`src/rtl/spsram_arb_ctrl.sv`:
```
// rtl/spsram_arb_ctrl.sv - two-port round-robin arbiter for a single-port SRAM with zero-fill init
module spsram_arb_ctrl #(
  parameter int ADDR_WIDTH = 19,
  parameter int DATA_WIDTH = 128,
  parameter bit INIT_EN    = 1'b1
) (
  input  logic                    pll_core_cpuclk,
  input  logic                    pad_cpu_rst_b,
  input  logic                    p0_req,
  input  logic                    p0_we,
  input  logic [ADDR_WIDTH-1:0]   p0_addr,
  input  logic [DATA_WIDTH-1:0]   p0_wdata,
  input  logic [DATA_WIDTH/8-1:0] p0_wstrb,
  output logic                    p0_gnt,
  output logic                    p0_rvalid,
  output logic [DATA_WIDTH-1:0]   p0_rdata,
  input  logic                    p1_req,
  input  logic                    p1_we,
  input  logic [ADDR_WIDTH-1:0]   p1_addr,
  input  logic [DATA_WIDTH-1:0]   p1_wdata,
  input  logic [DATA_WIDTH/8-1:0] p1_wstrb,
  output logic                    p1_gnt,
  output logic                    p1_rvalid,
  output logic [DATA_WIDTH-1:0]   p1_rdata,
  output logic [ADDR_WIDTH-1:0]   sram_a,
  output logic                    sram_cen,
  output logic [DATA_WIDTH-1:0]   sram_d,
  output logic [DATA_WIDTH/8-1:0] sram_wen,
  input  logic [DATA_WIDTH-1:0]   sram_q,
  output logic                    init_done
);

  localparam int STRB_WIDTH = DATA_WIDTH / 8;

  typedef enum logic {ST_INIT, ST_RUN} state_t;

  state_t                  state_q, state_d;
  logic [ADDR_WIDTH-1:0]   init_cnt_q;
  logic [ADDR_WIDTH-1:0]   a_q;
  logic [DATA_WIDTH-1:0]   d_q;
  logic                    last_gnt_q;
  logic [1:0]              rd_pend_q;

  logic                    gnt0, gnt1;
  logic                    cen_d;
  logic [STRB_WIDTH-1:0]   wen_d;
  logic [ADDR_WIDTH-1:0]   a_d;
  logic [DATA_WIDTH-1:0]   d_d;

  always_ff @(posedge pll_core_cpuclk or negedge pad_cpu_rst_b) begin
    if (!pad_cpu_rst_b) begin
      state_q <= INIT_EN ? ST_INIT : ST_RUN;
    end else begin
      state_q <= state_d;
    end
  end

  always_comb begin
    state_d = state_q;
    gnt0    = 1'b0;
    gnt1    = 1'b0;
    cen_d   = 1'b1;
    wen_d   = '1;
    a_d     = a_q;
    d_d     = d_q;
    if (state_q == ST_INIT) begin
      cen_d = 1'b0;
      wen_d = '0;
      a_d   = init_cnt_q;
      d_d   = '0;
      if (init_cnt_q == '1) begin
        state_d = ST_RUN;
      end
    end else begin
      // On contention the port that did not win last time gets the slot.
      gnt0 = p0_req & (~p1_req | last_gnt_q);
      gnt1 = p1_req & (~p0_req | ~last_gnt_q);
      if (gnt0) begin
        cen_d = 1'b0;
        a_d   = p0_addr;
        if (p0_we) begin
          d_d   = p0_wdata;
          wen_d = ~p0_wstrb;
        end
      end else if (gnt1) begin
        cen_d = 1'b0;
        a_d   = p1_addr;
        if (p1_we) begin
          d_d   = p1_wdata;
          wen_d = ~p1_wstrb;
        end
      end
    end
  end

  always_ff @(posedge pll_core_cpuclk or negedge pad_cpu_rst_b) begin
    if (!pad_cpu_rst_b) begin
      init_cnt_q <= '0;
      last_gnt_q <= 1'b1;
      rd_pend_q  <= 2'b00;
      a_q        <= '0;
      d_q        <= '0;
    end else begin
      if (state_q == ST_INIT) begin
        init_cnt_q <= init_cnt_q + 1'b1;
      end
      if (gnt0 | gnt1) begin
        last_gnt_q <= gnt1;
      end
      rd_pend_q <= {gnt1 & ~p1_we, gnt0 & ~p0_we};
      a_q       <= a_d;
      d_q       <= d_d;
    end
  end

  // Combinational outputs are forced to their idle values while reset is held.
  assign p0_gnt    = pad_cpu_rst_b & gnt0;
  assign p1_gnt    = pad_cpu_rst_b & gnt1;
  assign p0_rvalid = rd_pend_q[0];
  assign p1_rvalid = rd_pend_q[1];
  assign p0_rdata  = sram_q;
  assign p1_rdata  = sram_q;
  assign sram_cen  = ~pad_cpu_rst_b | cen_d;
  assign sram_wen  = pad_cpu_rst_b ? wen_d : '1;
  assign sram_a    = pad_cpu_rst_b ? a_d : '0;
  assign sram_d    = pad_cpu_rst_b ? d_d : '0;
  assign init_done = pad_cpu_rst_b & (state_q == ST_RUN);

endmodule

```
`config.mk`:
```
export PLATFORM = sky130hd
export DESIGN_NAME = spsram_arb_ctrl
export DESIGN_NICKNAME = d
export VERILOG_FILES = /design/src/rtl/spsram_arb_ctrl.sv
export SDC_FILE = /design/constraint.sdc
export NUM_CORES = 1
export LEC_CHECK = 0
export ABC_AREA = 1
export BUFFER_PORTS_ARGS = -buffer_cell sky130_fd_sc_hd__buf_4
export CAP_MARGIN = 20
export CORE_AREA = 8 8 334 336
export DETAILED_ROUTE_END_ITERATION = 10
export DIE_AREA = 0 0 342 344
export PLACE_DENSITY = 0.34
export SYNTH_ARGS = -nofsm -noshare
export SYNTH_HDL_FRONTEND = slang
export SYNTH_SLANG_ARGS = --single-unit
```
`constraint.sdc`:
```
create_clock -name pll_core_cpuclk -period 4.7 [get_ports pll_core_cpuclk]
set_input_delay 0.94 -clock pll_core_cpuclk [delete_from_list [all_inputs] [get_ports pll_core_cpuclk]]
set_output_delay 0.94 -clock pll_core_cpuclk [all_outputs]
set_load 0.005 [all_outputs]
```
==> results of run 1 <==
==> critical path, delay by kind of cell <==
family	cells	cell delay, ns
buffers and inverters	5	1.14
and+or+nand+nor	6	0.75
==> synth_stat cells <==
library cell  number  area share
mux2i_1           76       0.054
xnor2_1            1     0.00062
dfrtp_1          169        0.30
buf_4            264        0.14
ha_1               1     0.00088
buf_1             16      0.0042
clkbuf_1          30      0.0080
inv_1            254       0.067
o21ai_0           54       0.019
xor2_1             6      0.0037
buf_2             70       0.025
nand3_2            1     0.00071
o31ai_1            1     0.00053
o21bai_1           2      0.0011
nor2_1           269       0.071
nand2_1          664        0.18
buf_6              6      0.0048
nand4_1            8      0.0035
nor3_1             5      0.0018
inv_2              3     0.00080
or2_2              2     0.00088
o21ai_2            1     0.00062
nand3b_1           6      0.0032
a21oi_1            7      0.0025
nand2_2            3      0.0013
dfstp_2            1      0.0019
nand3_1          302        0.11
==> cell type report <==
class,count,area share
multi-input combinational,1409,0.350
sequential,170,0.234
timing repair buffer,547,0.234
tap,1403,0.0963
inverter,257,0.0531
clock buffer,21,0.0253
clock inverter,11,0.00741
antenna,4,0.000549
==> state kept, by name, summed over array words and instances, names as in the netlist <==
signal / count
state_q: 1
rd_pend_q: 2
d_q: 128
a_q: 19
init_cnt_q: 19
last_gnt_q: 1
==> final timing paths <==
kind                                     start              to  slack, ns  cells past startpoint
min in group pll_core_cpuclk    init_cnt_q[17]  init_cnt_q[17]       0.47                      2
max in group asynchronous        pad_cpu_rst_b         d_q[51]       2.80                      3
worst max register to register         state_q   init_cnt_q[9]       1.99                      6
worst min-delay path             pad_cpu_rst_b         d_q[80]       0.30                      1
worst min register to register  init_cnt_q[17]  init_cnt_q[17]       0.47                      2
worst max-delay path                    p0_req      sram_d[63]       0.89                     11
==> metrics by stage <==
step	cells	total power, mW	cell area, sq um	hold WS, ns
after floorplan	2222	1.97	14100	0.441
after global placement	3786	2.23	17600	0.460
after detailed placement	3786	2.23	17600	0.458
after CTS	3818	3.92	18200	0.241
after global routing	3818	4.01	18200	0.269
final	3822	3.79	18200	0.298
==> logic make-up (layout without fill, tap and decap cells) <==
group	after synthesis	in the layout	share of synthesized area
multiplexers	76	76	0.0538
AO/OA/AOI/OAI	65	65	0.0238
flip-flops	170	170	0.301
AND/OR/NAND/NOR	1260	1260	0.366
adder cells (fa/ha/maj)	1	1	0.000885
other	0	4	0
buffers and inverters	643	836	0.250
XOR/XNOR	7	7	0.00434
==> metal layers <==
| metal | global-route usage | part of all wire | wire length [microns] |
|---|---|---|---|
| met3 | 0.0674 | 0.11 | 9120 |
| met1 | 0.144 | 0.38 | 30700 |
| met2 | 0.226 | 0.48 | 39100 |
| met5 | 0.00458 | 0.0017 | 138 |
| met4 | 0.0409 | 0.026 | 2100 |
==> power groups by stage <==
stage | registers, mW | clock network [mW] | logic [mW]
detailed placement | 1.49 | 0 | 0.741
floorplan | 1.49 | 0 | 0.483
global route | 1.46 | 1.74 | 0.803
finish | 1.46 | 1.61 | 0.721
global placement | 1.49 | 0 | 0.741
CTS | 1.46 | 1.72 | 0.743
==> cell usage in the layout, fill, tap and decap left out, types with 2 or more instances in the layout <==
cell,instances
clkinvlp_4,2
bufinv_16,2
o21bai_1,2
a21oi_1,7
xor2_1,6
nand3_1,302
o21ai_0,54
inv_2,3
inv_1,253
buf_12,11
clkbuf_8,3
clkbuf_1,2
nor3_1,5
diode_2,4
inv_6,4
nor2_1,269
nand2_2,2
buf_4,534
dfrtp_1,168
nand2_1,663
nand3b_1,6
nand4_1,8
mux2i_1,76
or2_2,2
clkbuf_16,17
==> metrics.yaml, run 1 <==
final_layout_size_suffix_gt1_frac: 0.245
relSlewSlack: 0.443
endpoint_kind: "primary output"
yosysSeqAreaShare: 0.301
crit_chain: "buf_4 > nand2_2 > nand3_4 > inv_4 > buf_12 > buf_4 > nand2_1 > nand3_1 > nand2_1 > nor2_1 > buf_4"
cts.sinks: 170
synth_seq_cells: 170
critPathRequiredTime_ns: 3.76
worst-path-max-fanout: 38
irDropWorstVdd_uv: 157
clk_pin_slew_worst_paths_ns: 0.09
min_path_type: "in -> async"
critical-path-slowest-cell: "buf_12"
ios: 885
netlist_area_sq_um: 14100
worstPathArrival_ns: 2.87
seq_area_sq_um: 4260
numCtsBuffers: 17
detail-route-antenna-nets: 0
grt_pass1_wl_mm: 113
fmax_mhz: 262
setup_viol: 0
period_share: 0.812
fin_nets: 2863
die_h_microns: 344
ctsResizeCount: 0
start_kind: "input pin"
io_buffers: 500
syn_avg_cell_area_sq_um: 6.36
synth_nets: 2683
power_frac_seq: 0.386
internal_power_mw: 2.60
rsz0062_at_grt: "no"
drt_first_pass_iters: 5
drc_errors: 0
die-area_sq_um: 118000
post_cts_buffers: 0
p_leak_nw: 9.98
grt_pass1_vias: 14900
root_buffer: "clkbuf_16"
pre_cts_ws_ns: 0.866
powerDensity_nw_per_um2: 208
insertion_delay_ns: 0.51
coreArea_sq_um: 106000
setup_slack_ns: 0.886
p_comb_frac: 0.190
num_rows: 120
syn_inst: 2222
fillers: 12400
max_stage_delay_ns: 0.30
worst_slew_pin_slew_ns: 0.835
yosysWarningCount: 0
skew_ns: 0.0201
crit_top_cell: "buf_4"
viasPerCell: 3.74
wl_per_cell_microns: 21.2
finalHoldViolations: 0
gp_congestion: 0.796
p_sw_mw: 1.19
drt_iter0_markers: 891
synth_cell_types: 27
multi_input_area_sq_um: 6380
final-max-slew-violation-count: 0
cts-htree-levels: 4
period_needed_ns: 3.81
status: "finished, final reports clean"
cap_violations: 0
p_sw_frac: 0.313
cts_tree: "done"
die_x_microns: 342
clkPwrFrac: 0.424
drt-total-wl_mm: 81.2
clk_path_buf_depth: 2
vias: 14300
hpwl_mm: 63.1
grt-ovfl-total: 0
utilization: 0.171
syn2layout_area_growth_pct: 28.9
antenna_found_initial: 10
crit_type: "in -> out"
grt_max_degree: 80
track_usage: 0.133
setup-tns-final_ns: 0
initial_core_util: 0.133
cts.hold.buffers_added: 0
No activity file was read; power rests on OpenSTA's default activity.
==> run 2: changes to the inputs <==
ABC_AREA = 0   (was 1)
CORE_AREA = 8 8 337 339   (was 8 8 334 336)
DIE_AREA = 0 0 345 347   (was 0 0 342 344)
PLACE_DENSITY = 0.3   (was 0.34)
clock period = 3.6 ns   (was 4.7 ns; I/O delays follow)
==> run 2 against run 1 <==
Effect of this change: hold slack lost 0.21 ns; largest power group unchanged; non-clock buffer count is 12 lower; cell area shrank 18%; core utilization shrank 3.3 points; sequential power increased by 31%; critical endpoint is now sram_d[65]; register-to-register slack got worse by 0.71 ns; via count is 31% lower; flip-flop and latch count unchanged; area after synthesis is 24% lower; die area is 1.8% higher; critical path depth decreased by 5; largest cell class is now flip-flops and latches.
==> metrics.yaml, run 2 <==
status: "finished, final reports clean"
root_buffer: "clkbuf_16"
synth_nets: 1723  # -36%
wl_per_cell_microns: 17.6  # -17%
setup-tns-final_ns: 0  # unchanged
synth_edf_count: 0  # unchanged
setup_slack_ns: 0.241  # -0.645 ns
powerDensity_nw_per_um2: 307  # +48%
netlist_area_sq_um: 10700  # -24%
io_buffers: 500  # unchanged
vias: 9846  # -31%
hpwl_mm: 39.8  # -37%
worst-path-max-fanout: 72  # +89%
crit_buf_inv: 2  # -3
die_h_microns: 347  # +0.87%
r2r_cells: 5  # -1
synth_commonest_cells: "262 x buf_4, 262 x nor3_1, 169 x dfrtp_1"
cts.hold.buffers_added: 0  # unchanged
placed_area_sq_um: 14300  # -19%
worst_slew_pin_slew_ns: 0.938  # +0.103 ns
pre_cts_ws_ns: 0.337  # -0.528 ns
drt_first_pass_iters: 4  # -1
antenna_found_initial: 1  # -9
fmax_mhz: 298
p_leak_nw: 6.52  # -35%
reg2reg_from: "state_q"
syn_avg_cell_area_sq_um: 8.48  # +33%
final_cell_mix: "522 x buf_4, 262 x nor3_1, 169 x dfrtp_1"
start_kind: "register"
cts.sinks: 170  # unchanged
hold_slack_ns: 0.0908  # -0.207 ns
drc_errors: 0  # unchanged
grt-ovfl-total: 0  # unchanged
finalHoldViolations: 0  # unchanged
drt_iter0_markers: 315  # -65%
setup_viol: 0  # unchanged
skew_ns: 0.0163  # -0.00386 ns
cts_tree: "done"
initial_core_util: 0.0990  # -0.0340
rsz0062_at_grt: "no"
synthDominantCellAreaShare: 0.395  # +0.0960
period_needed_ns: 3.36
num_rows: 121  # +0.83%
fin_area_sq_um: 14900  # -18%
yosysWarningCount: 0  # unchanged
cp_num_cells: 6  # -5
critPathTopFamily: "flip-flops"
synthFlopType: "dfrtp_1"
irDropWorstVdd_uv: 246  # +57%
cts-htree-levels: 4  # unchanged
detail-route-antenna-nets: 0  # unchanged
critPathRequiredTime_ns: 2.88  # -0.88 ns
worstPathArrival_ns: 2.64  # -0.23 ns
grt_max_degree: 101  # +26%
insertion_delay_ns: 0.49  # -0.02 ns
cap_violations: 0  # unchanged
r2r_slack_ns: 1.28  # -0.71 ns
synth_top_area_cell: "dfrtp_1"
die_x_microns: 345  # +0.88%
period_share: 0.933
max_stage_delay_ns: 0.62  # +0.32 ns
clk_path_buf_depth: 2  # unchanged
coreArea_sq_um: 108000  # +1.7%
viasPerCell: 3.41  # -8.9%
endpoint_kind: "primary output"
final-max-slew-violation-count: 0  # unchanged
fin_nets: 1924  # -33%
clk_pin_slew_worst_paths_ns: 0.08  # about the same
syn_inst: 1262  # -43%
track_usage: 0.0828  # -0.0502
die-area_sq_um: 120000  # +1.8%
place_inst: 2858  # -25%
final_layout_size_suffix_gt1_frac: 0.405  # +0.160
relSlewSlack: 0.374  # -0.0686
setup.worst_path.end: "sram_d[65]"
min_path_type: "in -> async"
synth_cell_types: 37  # +37%
reg2reg_to: "init_cnt_q[14]"
gp_congestion: 0.759  # -4.7%
synth.area.top_cells: "dfrtp_1 40%, buf_4 18%, nor3_1 12%"
crit_chain: "nand2b_4 > nand3_4 > buf_12 > o22ai_1 > nor3_1 > buf_4"
stdcell_count: 2891  # -24%
post_cts_buffers: 0  # unchanged
crit_start: "last_gnt_q"
crit_type: "reg -> out"
drt-total-wl_mm: 50.9  # -37%
grt_pass1_vias: 10900  # -27%
largest_reg_flops: 128  # unchanged
largest-register: "d_q"
async_reset_ff_frac: 1.00  # unchanged
critical-path-slowest-cell: "dfstp_2"
top_regs: "d_q x128, a_q x19, init_cnt_q x19"
yosysSeqAreaShare: 0.398  # +0.0966
numCtsBuffers: 17  # unchanged
synth_seq_cells: 170  # unchanged
ios: 885  # unchanged
grt_pass1_wl_mm: 74.3  # -34%
final_common_cell: "buf_4"
syn2layout_area_growth_pct: 39.5
run 2: cell count changes in the layout (fill, tap and decap cells not counted), moves of 76 or more:
cell and delta:
inv_1 -242, mux2i_1 -76, nand2_1 -635, nand3_1 -295
nor2_1 -137, nor3_1 +257, o22ai_1 +151
run 2: through the flow:
stage                     total power [mW]  utilization
final                                 4.58        0.138
after global routing                  4.86        0.138
after floorplan                       2.45            -
after detailed placement              2.71        0.133
after CTS                             4.75        0.138
after global placement                2.71        0.133
run 2: worst min-delay path by stage:
stage	startpoint	endpoint	slack [ns]	cells past startpoint
finish	pad_cpu_rst_b	d_q[14]	0.09	1
global route	pad_cpu_rst_b	d_q[19]	0.05	1
CTS	pad_cpu_rst_b	d_q[14]	0.02	1
detailed placement	init_cnt_q[17]	init_cnt_q[17]	0.48	1
global placement	init_cnt_q[17]	init_cnt_q[17]	0.46	1
floorplan	pad_cpu_rst_b	a_q[0]	0.42	0
run 2: what timing repair did:
item / 4_1_cts / 5_1_grt
gates resized for setup: 3 / 1
pin swaps: 0 / 0
setup endpoints to repair: 3 / 1
endpoints found under the hold margin: 0 / 0
cloned: 0 / 0
run 2: layer usage:
metal  vias up  track usage  wire length [microns]
li1       4635            -                      -
met1      4657       0.0905                  19600
met2       426        0.140                  24800
met3       128       0.0308                   4400
met4         0       0.0430                   2050
met5         -            0                      0
run 2: area by class of cell:
| class | instances | area (sq um) |
|---|---|---|
| Multi-Input combinational cell | 727 | 4110 |
| Inverter | 12 | 50.0 |
| Clock buffer | 17 | 425 |
| Sequential cell | 170 | 4260 |
| Tap cell | 1414 | 1770 |
| Clock inverter | 15 | 141 |
| Antenna cell | 1 | 2.50 |
| Fill cell | 12400 | 93200 |
| Timing Repair Buffer | 535 | 4170 |
run 2: worst reg2reg max path, delay by kind of cell (launching register included):
family | cells | cell delay, ns
flip-flops | 1 | 0.74
buffers and inverters | 1 | 0.39
XOR/XNOR | 1 | 0.16
AND/OR/NAND/NOR | 3 | 0.92
run 2: where the power goes:
part | leakage, nW | total, mW | switching (mW) | internal, mW
registers | 2.35 | 1.91 | 0 | 1.91
clock network | 0.265 | 1.92 | 0.958 | 0.963
logic | 3.91 | 0.749 | 0.382 | 0.367
total | 6.52 | 4.58 | 1.34 | 3.24
run 2: cells by family (layout without fill, tap and decap cells):
kind of cell,after synthesis,in the layout,share of synthesized area
buffers and inverters,365,579,0.225
and+or+nand+nor,484,484,0.215
AOI/OAI and AO/OA,206,206,0.128
other,0,1,0
xor gates and xnor gates,18,18,0.0147
muxes,18,18,0.0189
DFF,170,170,0.398
adders and majority gates,1,1,0.00117
